==> src/rtl/f2s_axi_burst_writer.sv <==
// Copies a block of BRAM words to HPS SDRAM over an AXI3 write port, split into INCR bursts
// that never cross a 4 KB boundary. One burst outstanding at a time.
module f2s_axi_burst_writer #(
  parameter int unsigned DATA_W    = 256,
  parameter int unsigned ADDR_W    = 32,
  parameter int unsigned ID_W      = 8,
  parameter int unsigned AXI_ID    = 0,
  parameter int unsigned MAX_BURST = 16,
  parameter int unsigned BRAM_AW   = 10
) (
  input  logic                clk,
  input  logic                reset,
  // job configuration / status
  input  logic [ADDR_W-1:0]   cfg_addr,
  input  logic [31:0]         cfg_len,
  input  logic                cfg_start,
  output logic                busy,
  output logic                done,
  output logic                err,
  // BRAM read port
  output logic [BRAM_AW-1:0]  bram_addr,
  output logic                bram_rd_en,
  input  logic [DATA_W-1:0]   bram_rdata,
  // AXI3 write address
  output logic [ADDR_W-1:0]   awaddr,
  output logic [3:0]          awlen,
  output logic [ID_W-1:0]     awid,
  output logic [2:0]          awsize,
  output logic [1:0]          awburst,
  output logic [1:0]          awlock,
  output logic [2:0]          awprot,
  output logic [3:0]          awcache,
  output logic                awvalid,
  input  logic                awready,
  // AXI3 write data
  output logic [DATA_W-1:0]   wdata,
  output logic [DATA_W/8-1:0] wstrb,
  output logic                wlast,
  output logic [ID_W-1:0]     wid,
  output logic                wvalid,
  input  logic                wready,
  // AXI3 write response
  input  logic [1:0]          bresp,
  input  logic [ID_W-1:0]     bid,
  input  logic                bvalid,
  output logic                bready
);

  localparam int unsigned BYTES = DATA_W / 8;
  localparam int unsigned BSH   = $clog2(BYTES);

  typedef enum logic [2:0] {StIdle, StAddr, StData, StResp, StFin} state_e;

  state_e              state_q;
  logic [ADDR_W-1:0]   addr_q;
  logic [31:0]         beats_q;
  logic [4:0]          nb_q;
  logic [4:0]          rd_left_q;
  logic [4:0]          wr_left_q;
  logic [1:0]          cnt_q;
  logic                inflight_q;
  logic [DATA_W-1:0]   buf0_q;
  logic [DATA_W-1:0]   buf1_q;
  logic [BRAM_AW-1:0]  bram_addr_q;

  logic                pop;
  logic [2:0]          occ;
  logic                rd_issue;
  logic [31:0]         start_beats;
  logic [4:0]          start_nb;
  logic [ADDR_W-1:0]   next_addr;
  logic [31:0]         next_beats;
  logic [4:0]          next_nb;
  logic                unused_bid;

  // Beats that fit before the next 4 KB boundary, capped by MAX_BURST and the job remainder.
  function automatic logic [4:0] calc_nb(input logic [11:0] a, input logic [31:0] beats);
    logic [12:0] room;
    logic [31:0] n;
    room = (13'd4096 - {1'b0, a}) >> BSH;
    n    = 32'(MAX_BURST);
    if (beats < n) n = beats;
    if ({19'd0, room} < n) n = {19'd0, room};
    return n[4:0];
  endfunction

  assign start_beats = cfg_len >> BSH;
  assign start_nb    = calc_nb(cfg_addr[11:0], start_beats);
  assign next_addr   = addr_q + (ADDR_W'(nb_q) << BSH);
  assign next_beats  = beats_q - 32'(nb_q);
  assign next_nb     = calc_nb(next_addr[11:0], next_beats);

  assign wvalid = (cnt_q != 2'd0);
  assign wlast  = wvalid && (wr_left_q == 5'd1);
  assign wdata  = buf0_q;
  assign pop    = wvalid && wready;

  // Occupancy after this cycle's pop, counting the read whose data lands this cycle.
  assign occ        = {1'b0, cnt_q} + {2'b0, inflight_q} - {2'b0, pop};
  assign rd_issue   = (state_q == StData) && (rd_left_q != 5'd0) && (occ < 3'd2);
  assign bram_rd_en = rd_issue;
  assign bram_addr  = bram_addr_q;

  assign awid    = ID_W'(AXI_ID);
  assign wid     = ID_W'(AXI_ID);
  assign awsize  = 3'(BSH);
  assign awburst = 2'b01;
  assign awlock  = 2'b00;
  assign awprot  = 3'b000;
  assign awcache = 4'b0011;
  assign wstrb   = '1;

  assign unused_bid = ^bid;

  always_ff @(posedge clk) begin
    if (reset) begin
      state_q     <= StIdle;
      addr_q      <= '0;
      beats_q     <= '0;
      nb_q        <= '0;
      rd_left_q   <= '0;
      wr_left_q   <= '0;
      cnt_q       <= '0;
      inflight_q  <= 1'b0;
      buf0_q      <= '0;
      buf1_q      <= '0;
      bram_addr_q <= '0;
      busy        <= 1'b0;
      done        <= 1'b0;
      err         <= 1'b0;
      awvalid     <= 1'b0;
      awaddr      <= '0;
      awlen       <= '0;
      bready      <= 1'b0;
    end else begin
      case (state_q)
        StIdle: begin
          if (cfg_start) begin
            addr_q      <= cfg_addr;
            beats_q     <= start_beats;
            done        <= 1'b0;
            err         <= 1'b0;
            busy        <= 1'b1;
            cnt_q       <= '0;
            inflight_q  <= 1'b0;
            bram_addr_q <= '0;
            if (start_beats == 32'd0) begin
              state_q <= StFin;
            end else begin
              state_q <= StAddr;
              awvalid <= 1'b1;
              awaddr  <= cfg_addr;
              awlen   <= 4'(start_nb - 5'd1);
              nb_q    <= start_nb;
            end
          end
        end
        StAddr: begin
          if (awready) begin
            awvalid   <= 1'b0;
            rd_left_q <= nb_q;
            wr_left_q <= nb_q;
            state_q   <= StData;
          end
        end
        StData: begin
          inflight_q <= rd_issue;
          cnt_q      <= occ[1:0];
          if (rd_issue) begin
            rd_left_q   <= rd_left_q - 5'd1;
            bram_addr_q <= bram_addr_q + 1'b1;
          end
          // Two-entry shift buffer: buf0 is always the head presented on wdata.
          if (pop) begin
            buf0_q <= (cnt_q == 2'd2) ? buf1_q : bram_rdata;
            if ((cnt_q == 2'd2) && inflight_q) buf1_q <= bram_rdata;
            wr_left_q <= wr_left_q - 5'd1;
            if (wr_left_q == 5'd1) begin
              state_q <= StResp;
              bready  <= 1'b1;
            end
          end else if (inflight_q) begin
            if (cnt_q == 2'd0) buf0_q <= bram_rdata;
            else               buf1_q <= bram_rdata;
          end
        end
        StResp: begin
          if (bvalid) begin
            bready <= 1'b0;
            if (bresp != 2'b00) begin
              err     <= 1'b1;
              state_q <= StFin;
            end else begin
              addr_q  <= next_addr;
              beats_q <= next_beats;
              if (next_beats == 32'd0) begin
                state_q <= StFin;
              end else begin
                state_q <= StAddr;
                awvalid <= 1'b1;
                awaddr  <= next_addr;
                awlen   <= 4'(next_nb - 5'd1);
                nb_q    <= next_nb;
              end
            end
          end
        end
        StFin: begin
          busy    <= 1'b0;
          done    <= 1'b1;
          state_q <= StIdle;
        end
        default: state_q <= StIdle;
      endcase
    end
  end

endmodule

==> config.mk <==
export PLATFORM = sky130hd
export DESIGN_NAME = f2s_axi_burst_writer
export DESIGN_NICKNAME = d
export VERILOG_FILES = /design/src/rtl/f2s_axi_burst_writer.sv
export SDC_FILE = /design/constraint.sdc
export NUM_CORES = 2
export LEC_CHECK = 0
export BUFFER_PORTS_ARGS = -buffer_cell sky130_fd_sc_hd__buf_2
export CORE_AREA = 2 2 273 275
export DETAILED_ROUTE_END_ITERATION = 6
export DIE_AREA = 0 0 275 277
export PLACE_DENSITY = 0.62
export REMOVE_ABC_BUFFERS = 1
export SETUP_SLACK_MARGIN = 0.2
export SLEW_MARGIN = 20
export SYNTH_ARGS = -nofsm -noshare
export SYNTH_HDL_FRONTEND = slang
export SYNTH_SLANG_ARGS = --single-unit
==> constraint.sdc <==
create_clock -name clk -period 9.9 [get_ports clk]
set_input_delay 1.485 -clock clk [delete_from_list [all_inputs] [get_ports clk]]
set_output_delay 1.485 -clock clk [all_outputs]
set_load 0.01 [all_outputs]
==> reports/results.txt <==
Outcome = finished, violations left
Failing checks = design-rule violations
WL/cell = 17.65 um
Final setup viols = 0
Fillers = 7503
PwrDens = 183.8 nW/um^2
Yosys top cell by area = dfxtp_1
Switching pwr = 1.737 mW
Placed Area = 31880 um^2
Cell family with most CP delay = compound AO/OA/AOI/OAI gates
Antenna Violating Nets Remaining = 0
Multi-input combinational cell area = 14140 um^2
GRT Residual Overflow = 0
First-pass GRT wire length = 142300 um
Final Util = 0.4682
Hold Path Class = reg2reg
Initial Util = 0.3882
DIE AREA = 76180 um^2
Clock Latency Late Sink = 0.63 ns
Post-DR vias/cell = 5.165
Core area = 73570 um^2
Via count = 27171
Final Instance Count excl. Fillers = 5261
Largest net degree at the start of global routing = 236
WS Path Type = reg2reg
PostCTS Resize Cnt = 0
Clk slew on worst S/H paths = 0.06 ns
Drt total wl = 92850 um
Vias in the first global route = 24494
Number of CTS-inserted buffers = 74
Worst R2R Setup Slack = 3.68 ns
Nature of the critical path startpoint = register
Critical Path AT = 6.74 ns
CTS root buffer = clkbuf_16
Crit path cell chain = ha_1, inv_1, fa_1, a211oi_1, o21ai_2, o21ai_0, nand4_1, a211oi_1, and4_1, nand2_1, ha_1, a21oi_1, nor2_1, nor2_1, nand2_1, or4_1, nand4b_1, a21boi_1, o31a_1, inv_1, ha_1, or2_1, a21oi_1
Register area share after synthesis = 0.4542
Dpl cells = 5106
Die Height = 277 um
Total GRT Usage = 0.2324
Final Cycle Share = 0.6287
Post-synth top area share = 0.4542
Most frequent CP cell = ha_1
Max-Cap Viols = 0
Bufs and invs on worst path = 2
Clk pwr share = 0.439
Crit-path slowest cell = a211oi_1
DP Wirelength = 60780 um
Synth Cell Area = 28560 um^2
Register area = 12970 um^2
R2R depth = 23
Antenna violations before repair = 37
Asr flop ratio synth = 0
Max-slew violation count = 0
Worst Path Required = 10.42 ns
Ports = 708
Share of layout cells above drive strength 1 = 0.1884
Area Growth Syn to Fin = 20.59%
Relative slew slack = 0.2117
Worst reg2reg endpoint = awlen[1]
Ys Warns = 0
Sequential Power Share = 0.431
Reg2Reg Launch Point = nb_q[0]
Peak VDD IR = 0.1373 mV
Cell count along the critical path = 23
Iteration-0 DRC Markers = 1838
Post-CTS Setup Bufs = 0
Final hold vios = 0
CP endpoint = awlen[1]
Cell row count = 100
Final nets = 4586
Leak Pwr = 13.70 nW
DR DRC count = 5
CTS Sinks = 648
Combinational power share = 0.129
EDFF count, synth = 0
RePlAce Congestion = 0.8797
Worst-margin pin slew = 1.182 ns
IO Port Bufs = 632
Chip width = 275 um
FF+latch count, synth = 648
Synth Instances = 3772
Tmin final = 6.224 ns
Clock Tree Buf Depth = 3
Final Cell Area = 34440 um^2
Prevailing post-synth register cell = dfxtp_1
Max FO, Critical Path = 17
Crit end category = register
Sw Ratio = 0.2744
Ranking of synthesized cells by area = dfxtp_1 45%, nand2_1 16%, a311oi_1 8.1%
Hold buffer count at CTS = 0
H-tree Lvls = 3
Fmax = 160.7 MHz
Yosys cell types = 77
Max incr delay on CP = 0.71 ns
RSZ-0062 raised after global routing = false
Int Pwr = 4.594 mW
Drt pass-1 iters = 7
Clock Skew = 0.03754 ns
CP startpoint = nb_q[0]
Mean Syn Cell Area = 7.573 um^2
CTS tree = built
-- synthesized netlist by cell type (11+ instances only) --
cell         n
a21o_1      12
a22oi_1     11
nand3_1     26
a21oi_1    358
nor4_1      21
dfxtp_1    648
or3_1       17
nor3_1      30
nand2b_1    16
a311oi_1   265
nor2_1     402
ha_1        33
inv_1       34
xnor2_1     16
nand4_1     12
o21ai_0     82
nand2_1   1223
mux2i_1     29
a211oi_1    20
clkbuf_1   280
buf_4       63
xor2_1      32
-- metrics by stage --
stage                     hold slack (ns)  setup TNS [ns]  setup slack (ns)  power (mW)
final                              0.4449               0             3.676       6.331
after global routing               0.4646               0             3.093       6.614
after CTS                          0.4485               0             3.588       6.390
after detailed placement           0.4405               0             3.226       3.593
after global placement             0.4384               0             3.205       3.590
after floorplan                    0.4301        -2774.73            -10.84       3.280
-- flip-flops by register name (all words and copies together) (netlist names), 2 cells and up --
signal	cells
buf1_q	256
wdata	256
addr_q	32
awaddr	32
beats_q	32
bram_addr	10
nb_q	5
rd_left_q	5
wr_left_q	5
awlen	4
state_q	3
cnt_q	2
-- cell type report --
| class | count | area share |
|---|---|---|
| Clock buffer | 102 | 0.06204 |
| Inverter | 34 | 0.003705 |
| Multi-Input combinational cell | 2802 | 0.4106 |
| Sequential cell | 648 | 0.3766 |
| Tap cell | 969 | 0.03520 |
| Antenna cell | 24 | 0.001744 |
| Clock inverter | 28 | 0.009917 |
| Timing Repair Buffer | 654 | 0.1002 |
-- layout by cell type, fill, tap and decap left out, types with 6 or more instances in the layout --
master	count
nand2_1	1222
dfxtp_1	648
buf_2	631
nor2_1	400
a21oi_1	357
a311oi_1	265
o21ai_0	82
clkbuf_16	74
conb_1	68
inv_1	34
ha_1	33
xor2_1	32
nor3_1	30
mux2i_1	29
nand3_1	25
diode_2	24
nor4_1	21
a211oi_1	20
clkbuf_8	18
or3_1	17
nand2b_1	16
xnor2_1	16
clkinv_2	13
buf_4	13
nand4_1	12
a21o_1	11
a22oi_1	11
clkbuf_1	10
o211ai_1	9
nand3b_1	9
and3_1	9
buf_12	9
or4_1	8
or2_2	6
o31a_1	6
a31oi_1	6
-- tightest hold or removal path: stages, from the launching register on --
cell     delay [ns]
dfxtp_1        0.30
nand2_1        0.05
a21oi_1        0.05
-- logic make-up after synthesis --
family / after synthesis / share of synthesized area
other: 2 / 0.0002629
muxes: 32 / 0.01135
xor gates and xnor gates: 48 / 0.01472
adders and majority gates: 36 / 0.01656
buffers and inverters: 388 / 0.06146
and+or+nand+nor: 1808 / 0.2539
DFF: 648 / 0.4542
AOI/OAI and AO/OA: 810 / 0.1876
-- metal layers --
metal / global-route usage / vias up / wire, um
met3: 0.05619 / 164 / 6430
li1: - / 13618 / -
met2: 0.3750 / 777 / 43990
met5: 0 / - / 138
met1: 0.2922 / 12590 / 39160
met4: 0.1053 / 22 / 3128
-- worst min path at each step --
| stage | startpoint | to | slack (ns) | depth (start not counted) |
|---|---|---|---|---|
| floorplan | addr_q[8] | addr_q[8] | 0.43 | 2 |
| global placement | awaddr[0] | awaddr[0] | 0.44 | 2 |
| detailed placement | awaddr[3] | awaddr[3] | 0.44 | 2 |
| CTS | awaddr[3] | awaddr[3] | 0.45 | 2 |
| global route | buf1_q[243] | buf1_q[243] | 0.46 | 2 |
| finish | awaddr[3] | awaddr[3] | 0.44 | 2 |
-- power groups by stage --
stage	registers [mW]	clock network (mW)	logic, mW
2_1_floorplan	2.78	0	0.500
4_1_cts	2.73	2.85	0.812
5_1_grt	2.74	2.96	0.921
6_report	2.73	2.78	0.820
3_5_place_dp	2.79	0	0.807
3_3_place_gp	2.78	0	0.805
Note: power is estimated with default switching activity, not from simulation.
